`src/rtl/fetch_pc_unit_pkg.sv`:
```
// Shared core constants: datapath width, reset/NOP values, fetch FSM encoding, opcodes.
// Imported by the fetch stage and by decode/immediate generation.
package fetch_pc_unit_pkg;
  localparam int          XLEN      = 32;
  localparam logic [31:0] RESET_PC  = 32'h0000_0000;
  localparam logic [31:0] NOP_INSTR = 32'h0000_0013;

  localparam logic [6:0] OP_IMM    = 7'b0010011;
  localparam logic [6:0] OP_BRANCH = 7'b1100011;

  typedef enum logic [1:0] {
    ST_FETCH = 2'd0,
    ST_HOLD  = 2'd1,
    ST_HALT  = 2'd2
  } fetch_state_e;
endpackage

```
`src/rtl/fetch_pc_unit_if.sv`:
```
// Fetch-stage bus bundle: instruction memory request/ready plus decode valid/ready.
// master = fetch unit side, slave = memory/decode side.
interface fetch_pc_unit_if #(
  parameter int XLEN = fetch_pc_unit_pkg::XLEN
);
  logic            imem_req;
  logic [XLEN-1:0] imem_addr;
  logic            imem_ready;
  logic [31:0]     imem_rdata;
  logic [31:0]     instr;
  logic [XLEN-1:0] instr_pc;
  logic            instr_valid;
  logic            instr_ready;
  logic            branch_taken;
  logic [XLEN-1:0] imm_ext;
  logic            misaligned;
  logic [31:0]     retire_count;

  modport master (
    output imem_req, imem_addr, instr, instr_pc, instr_valid, misaligned, retire_count,
    input  imem_ready, imem_rdata, instr_ready, branch_taken, imm_ext
  );

  modport slave (
    input  imem_req, imem_addr, instr, instr_pc, instr_valid, misaligned, retire_count,
    output imem_ready, imem_rdata, instr_ready, branch_taken, imm_ext
  );
endinterface

```
`src/rtl/fetch_pc_unit_next_pc_calc.sv`:
```
// Next-PC adder: taken branch -> pc+imm, else pc+4 (mod 2^XLEN); flags word misalignment.
// Purely combinational, no handshake.
module fetch_pc_unit_next_pc_calc #(
  parameter int XLEN = fetch_pc_unit_pkg::XLEN
) (
  input  logic [XLEN-1:0] i_instr_pc,
  input  logic [XLEN-1:0] i_imm_ext,
  input  logic            i_branch_taken,
  output logic [XLEN-1:0] o_next_pc,
  output logic            o_misaligned
);
  logic [XLEN-1:0] w_offset;

  assign w_offset     = i_branch_taken ? i_imm_ext : XLEN'(4);
  assign o_next_pc    = i_instr_pc + w_offset;
  assign o_misaligned = (o_next_pc[1:0] != 2'b00);
endmodule

```
`src/rtl/fetch_pc_unit.sv`:
```
// Fetch stage: one outstanding fetch, instruction held for decode until retired; imem_ready->instr_valid 1 cycle.
// Memory stalls hold imem_addr; decode stalls hold instr; misaligned target halts until reset.
module fetch_pc_unit #(
  parameter int              XLEN      = fetch_pc_unit_pkg::XLEN,
  parameter logic [XLEN-1:0] RESET_PC  = fetch_pc_unit_pkg::RESET_PC,
  parameter logic [31:0]     NOP_INSTR = fetch_pc_unit_pkg::NOP_INSTR
) (
  input  logic             i_clk,
  input  logic             i_reset,
  fetch_pc_unit_if.master  io_bus
);
  import fetch_pc_unit_pkg::*;

  fetch_state_e    r_state, w_state_nxt;
  logic [XLEN-1:0] r_pc, w_pc_nxt;
  logic [XLEN-1:0] r_instr_pc, w_instr_pc_nxt;
  logic [31:0]     r_instr, w_instr_nxt;
  logic            r_instr_valid, w_instr_valid_nxt;
  logic            r_misaligned, w_misaligned_nxt;
  logic [31:0]     r_retire_count, w_retire_count_nxt;
  logic [XLEN-1:0] w_next_pc;
  logic            w_tgt_misaligned;

  fetch_pc_unit_next_pc_calc #(.XLEN(XLEN)) u_next_pc_calc (
    .i_instr_pc     (r_instr_pc),
    .i_imm_ext      (io_bus.imm_ext),
    .i_branch_taken (io_bus.branch_taken),
    .o_next_pc      (w_next_pc),
    .o_misaligned   (w_tgt_misaligned)
  );

  always_ff @(posedge i_clk) begin
    if (i_reset) begin
      r_state        <= ST_FETCH;
      r_pc           <= RESET_PC;
      r_instr        <= NOP_INSTR;
      r_instr_pc     <= RESET_PC;
      r_instr_valid  <= 1'b0;
      r_misaligned   <= 1'b0;
      r_retire_count <= 32'd0;
    end else begin
      r_state        <= w_state_nxt;
      r_pc           <= w_pc_nxt;
      r_instr        <= w_instr_nxt;
      r_instr_pc     <= w_instr_pc_nxt;
      r_instr_valid  <= w_instr_valid_nxt;
      r_misaligned   <= w_misaligned_nxt;
      r_retire_count <= w_retire_count_nxt;
    end
  end

  always_comb begin
    w_state_nxt        = r_state;
    w_pc_nxt           = r_pc;
    w_instr_nxt        = r_instr;
    w_instr_pc_nxt     = r_instr_pc;
    w_instr_valid_nxt  = r_instr_valid;
    w_misaligned_nxt   = r_misaligned;
    w_retire_count_nxt = r_retire_count;
    case (r_state)
      ST_FETCH: begin
        if (io_bus.imem_ready) begin
          w_instr_nxt       = io_bus.imem_rdata;
          w_instr_pc_nxt    = r_pc;
          w_instr_valid_nxt = 1'b1;
          w_state_nxt       = ST_HOLD;
        end
      end
      ST_HOLD: begin
        if (io_bus.instr_ready) begin
          w_retire_count_nxt = r_retire_count + 32'd1;
          w_instr_valid_nxt  = 1'b0;
          w_instr_nxt        = NOP_INSTR;
          // A misaligned target is never fetched: pc keeps the last good value.
          if (w_tgt_misaligned) begin
            w_misaligned_nxt = 1'b1;
            w_state_nxt      = ST_HALT;
          end else begin
            w_pc_nxt    = w_next_pc;
            w_state_nxt = ST_FETCH;
          end
        end
      end
      ST_HALT: w_state_nxt = ST_HALT;
      default: w_state_nxt = ST_FETCH;
    endcase
  end

  assign io_bus.imem_req     = (r_state == ST_FETCH) && !i_reset;
  assign io_bus.imem_addr    = r_pc;
  assign io_bus.instr        = r_instr;
  assign io_bus.instr_pc     = r_instr_pc;
  assign io_bus.instr_valid  = r_instr_valid;
  assign io_bus.misaligned   = r_misaligned;
  assign io_bus.retire_count = r_retire_count;
endmodule

```
`src/flat_wrapper.sv`:
```
// flat-port wrapper written by rule: the top's interface ports become plain ports
module fetch_pc_unit_flat import fetch_pc_unit_pkg::*;
#(
  parameter int              XLEN      = fetch_pc_unit_pkg::XLEN,
  parameter logic [XLEN-1:0] RESET_PC  = fetch_pc_unit_pkg::RESET_PC,
  parameter logic [31:0]     NOP_INSTR = fetch_pc_unit_pkg::NOP_INSTR
)
  (i_clk, i_reset, io_bus_imem_req, io_bus_imem_addr, io_bus_instr, io_bus_instr_pc, io_bus_instr_valid, io_bus_misaligned, io_bus_retire_count, io_bus_imem_ready, io_bus_imem_rdata, io_bus_instr_ready, io_bus_branch_taken, io_bus_imm_ext);
  fetch_pc_unit_if #(.XLEN(XLEN)) io_bus_i ();
  input  logic i_clk;
  input  logic i_reset;
  output wire logic [$bits(io_bus_i.imem_req)-1:0] io_bus_imem_req;
  output wire logic [$bits(io_bus_i.imem_addr)-1:0] io_bus_imem_addr;
  output wire logic [$bits(io_bus_i.instr)-1:0] io_bus_instr;
  output wire logic [$bits(io_bus_i.instr_pc)-1:0] io_bus_instr_pc;
  output wire logic [$bits(io_bus_i.instr_valid)-1:0] io_bus_instr_valid;
  output wire logic [$bits(io_bus_i.misaligned)-1:0] io_bus_misaligned;
  output wire logic [$bits(io_bus_i.retire_count)-1:0] io_bus_retire_count;
  input wire logic [$bits(io_bus_i.imem_ready)-1:0] io_bus_imem_ready;
  input wire logic [$bits(io_bus_i.imem_rdata)-1:0] io_bus_imem_rdata;
  input wire logic [$bits(io_bus_i.instr_ready)-1:0] io_bus_instr_ready;
  input wire logic [$bits(io_bus_i.branch_taken)-1:0] io_bus_branch_taken;
  input wire logic [$bits(io_bus_i.imm_ext)-1:0] io_bus_imm_ext;
  assign io_bus_imem_req = io_bus_i.imem_req;
  assign io_bus_imem_addr = io_bus_i.imem_addr;
  assign io_bus_instr = io_bus_i.instr;
  assign io_bus_instr_pc = io_bus_i.instr_pc;
  assign io_bus_instr_valid = io_bus_i.instr_valid;
  assign io_bus_misaligned = io_bus_i.misaligned;
  assign io_bus_retire_count = io_bus_i.retire_count;
  assign io_bus_i.imem_ready = io_bus_imem_ready;
  assign io_bus_i.imem_rdata = io_bus_imem_rdata;
  assign io_bus_i.instr_ready = io_bus_instr_ready;
  assign io_bus_i.branch_taken = io_bus_branch_taken;
  assign io_bus_i.imm_ext = io_bus_imm_ext;
  fetch_pc_unit #(.XLEN(XLEN), .RESET_PC(RESET_PC), .NOP_INSTR(NOP_INSTR)) u_core (.i_clk(i_clk), .i_reset(i_reset), .io_bus(io_bus_i));
endmodule
```
`config.mk`:
```
export PLATFORM = sky130hd
export DESIGN_NAME = fetch_pc_unit_flat
export DESIGN_NICKNAME = d
export VERILOG_FILES = /design/src/rtl/fetch_pc_unit_pkg.sv /design/src/rtl/fetch_pc_unit_if.sv /design/src/rtl/fetch_pc_unit_next_pc_calc.sv /design/src/rtl/fetch_pc_unit.sv /design/src/flat_wrapper.sv
export SDC_FILE = /design/constraint.sdc
export NUM_CORES = 1
export LEC_CHECK = 0
export ABC_AREA = 1
export ABC_CLOCK_PERIOD_IN_PS = 5100
export CORE_ASPECT_RATIO = 1.1
export CORE_MARGIN = 2
export CORE_UTILIZATION = 45
export DETAILED_ROUTE_END_ITERATION = 8
export PLACE_DENSITY = 0.74
export SLEW_MARGIN = 10
export SYNTH_ARGS = -nofsm -noshare
export SYNTH_HDL_FRONTEND = slang
export SYNTH_SLANG_ARGS = --single-unit
```
`constraint.sdc`:
```
create_clock -name i_clk -period 5.1 [get_ports i_clk]
set_input_delay 1.53 -clock i_clk [delete_from_list [all_inputs] [get_ports i_clk]]
set_output_delay 1.53 -clock i_clk [all_outputs]
set_load 0.01 [all_outputs]
```
==> reports/metrics.csv <==
stage,metric,value,unit
cts,TritonCTS Buffers,17,
routing,drt drc,0,
sta,unrepaired setup endpoints after global routing,false,
cts,H-tree levels,4,
synthesis,Syn Area/Cell,6.17,um2
synthesis,synth warn,0,
pwr,pwr/cell area,283,nW/um2
worst_setup_path,CP arrival,2.33,ns
pwr,Internal Power,2.14,mW
floorplanning,Die Span X,131,um
grt,total grt overflow,0,
pwr,Leak,5.03,nW
cts,CTS tree,done,
synthesis,mapped cell area,7980,um2
place,dpl ws,0.949,ns
floorplanning,Die Area,18800,um2
sta,"Hold Violations, Final",0,
synthesis,sequential area share after synthesis,33.1,%
outcome,outcome,finished clean,
pwr,Reg power frac,37.3,%
pwr,Comb power frac,19.7,%
pwr,P_sw,0.909,mW
layout,Nets,1576,
floorplanning,Starting Density,45.5,%
worst_setup_path,CP required,3.57,ns
pwr,Clk pwr share,43.0,%
routing,DRT iter0 DRCs,667,
cts,Clock Path Buffers,2,
place,post-placement cell count,1693,
worst_setup_path,CP endpoint kind,primary output,
synthesis,top_reg_cell synth,dfxtp_1,
cts,CTS Root Cell,clkbuf_16,
cts,later-pin clock latency in the skew report,0.43,ns
place,Placer Congestion,0.938,
pwr,Worst VDD drop,230,uV
routing,DRT antenna net count,0,
layout,Post-Route Utilization,61.4,%
synthesis,fraction of registers with async set/reset,0,%
cts,post-CTS setup buffer count,0,
grt,global-route wire length before repair,38800,um
layout,footprint of the multi-input gates,4290,um2
sta,min cycle time layout,3.86,ns
routing,WL final,24700,um
floorplanning,Die Height,144,um
layout,Area Growth Syn to Fin,35.1,%
grt,initial antenna violation count,0,
floorplanning,I/O pin count,200,
routing,Pre-antenna DRT Iters,5,
cts,clk sinks,132,
pwr,Switching Share,29.8,%
routing,WL per Instance,14.3,um
synthesis,"EDFF count, synth",0,
sta,Rel. slew slack,40.3,%
sta,fmax,0.259,GHz
cts,Post-CTS Resized,0,
sta,Tcrit/Tclk final,75.7,%
grt,vias in the first global route,7769,
worst_setup_path,worst-path maximum fanout,2,
layout,diodes inserted,0,
cts,Worst-path clk slew,0.07,ns
sta,Tightest Pin Transition,0.895,ns
sta,Worst Clk Skew,0.0140,ns
synthesis,Post-Syn Nets,1394,
synthesis,Post-Synthesis Cells,1292,
sta,final setup violation count,0,
routing,vias per cell,4.92,
sta,Final Max Slew Viols,0,
grt,GRT Overall Usage,26.3,%
sta,Final WS setup,1.24,ns
job,max cap viols,0,
synthesis,Seq cells post-synth,132,
worst_setup_path,FF-to-FF setup slack,2.86,ns
floorplanning,standard-cell row count,51,
synthesis,number of library cell types mapped by synthesis,35,
layout,fin cells,1725,
worst_setup_path,Worst setup SP type,primary input,
routing,routed vias,8490,
worst_setup_path,Crit Path Class,primary input to primary output,
worst_hold_path,type of the worst min-delay path,register to register,
layout,register area,2640,um2
cts,hold buffer count at CTS,0,
sta,setup_tns,0,ns
layout,fill count,1704,
place,IO Port Bufs,199,
place,HPWL Detailed,18300,um
floorplanning,area of the core,17500,um2
grt,pin count of the biggest net entering global routing,88,
layout,ratio of cells with drive above 1 in the final layout,4.17,%
## through the flow
step                area (um2)  hold WS, ns  total power, mW
global placement         10200        0.448             1.75
finish                   10800        0.466             3.05
global route             10800        0.479             3.19
detailed placement       10200        0.454             1.76
floorplan                 7980        0.483             1.48
CTS                      10800        0.467             3.07
## power groups by stage
stage	clock (mW)	sequential [mW]	combinational [mW]
final	1.31	1.14	0.600
after global routing	1.39	1.14	0.661
after CTS	1.33	1.14	0.601
after detailed placement	0	1.16	0.597
after global placement	0	1.16	0.591
after floorplan	0	1.18	0.306
## synthesized netlist by cell type, types with 3 or more instances
cell,number,area [um2]
nand3_2,3,30.0
o21ai_0,62,310
and2_1,3,18.8
nand3_1,79,395
clkbuf_1,27,101
o22ai_1,3,18.8
xnor2_1,7,61.3
nand3b_1,4,30.0
nor3_2,5,50.1
nor2_1,107,402
a21oi_1,133,666
nor3_1,15,75.1
nand2_1,389,1460
nand4_1,4,25.0
inv_2,4,15.0
o21ai_1,3,15.0
inv_1,230,863
buf_2,7,35.0
xor2_1,16,140
ha_1,32,400
dfxtp_1,132,2640
nor2_4,4,45.0
buf_1,9,33.8
## area by class of cell
type / count / area share, %
Inverter: 234 / 8.15
Clock inverter: 15 / 1.83
Tap cell: 238 / 2.76
Multi-Input combinational cell: 883 / 39.8
Timing Repair Buffer: 206 / 19.0
Sequential cell: 132 / 24.5
Clock buffer: 17 / 3.95
## metal layers
metal  global-route usage (%)  routed length, um  up-vias
met5                        0                  0        -
met4                     9.18                514        0
met3                     5.25               1180       44
met2                     44.9              12200      238
met1                     32.8              10800     3831
li1                         -                  -     4377
## path summary, 6_finish.rpt
kind	startpoint	endpoint	depth (start not counted)
worst max-delay path	i_reset	io_bus_imem_req	3
worst min-delay path	u_core.io_bus.instr_valid$_SDFFE_PP0P_	u_core.io_bus.instr_valid$_SDFFE_PP0P_	2
worst max register to register	u_core.io_bus.instr_pc[0]$_SDFFE_PP0P_	u_core.io_bus.imem_addr[24]$_SDFFE_PP0P_	14
worst min register to register	u_core.io_bus.instr_valid$_SDFFE_PP0P_	u_core.io_bus.instr_valid$_SDFFE_PP0P_	2
## sequential cells by signal, summed over array words and instances, names as in the netlist
signal,flops
u_core.r_state,2
u_core.io_bus.instr,32
u_core.io_bus.imem_addr,32
u_core.io_bus.misaligned,1
u_core.io_bus.instr_valid,1
u_core.io_bus.retire_count,32
u_core.io_bus.instr_pc,32
## cell usage in the layout, fill, tap and decap left out, drive strengths merged, types with 20 or more instances in the layout
| master | count |
|---|---|
| a21oi | 133 |
| clkdlybuf4s50 | 198 |
| dfxtp | 132 |
| ha | 32 |
| inv | 240 |
| nand2 | 390 |
| nand3 | 83 |
| nor2 | 113 |
| nor3 | 20 |
| o21ai | 65 |
## cell families after synthesis
| family | synth area share, % |
|---|---|
| AND/OR/NAND/NOR | 32.7 |
| flip-flops | 33.1 |
| XOR/XNOR | 2.53 |
| AO/OA/AOI/OAI | 13.2 |
| buffers and inverters | 13.1 |
| adder cells (fa/ha/maj) | 5.27 |
## worst max-delay path, cell delays in order
cell             delay, ns
buf_2                 0.11
nor3_1                0.12
clkdlybuf4s50_1       0.57
Note: power is estimated with default switching activity, not from simulation.
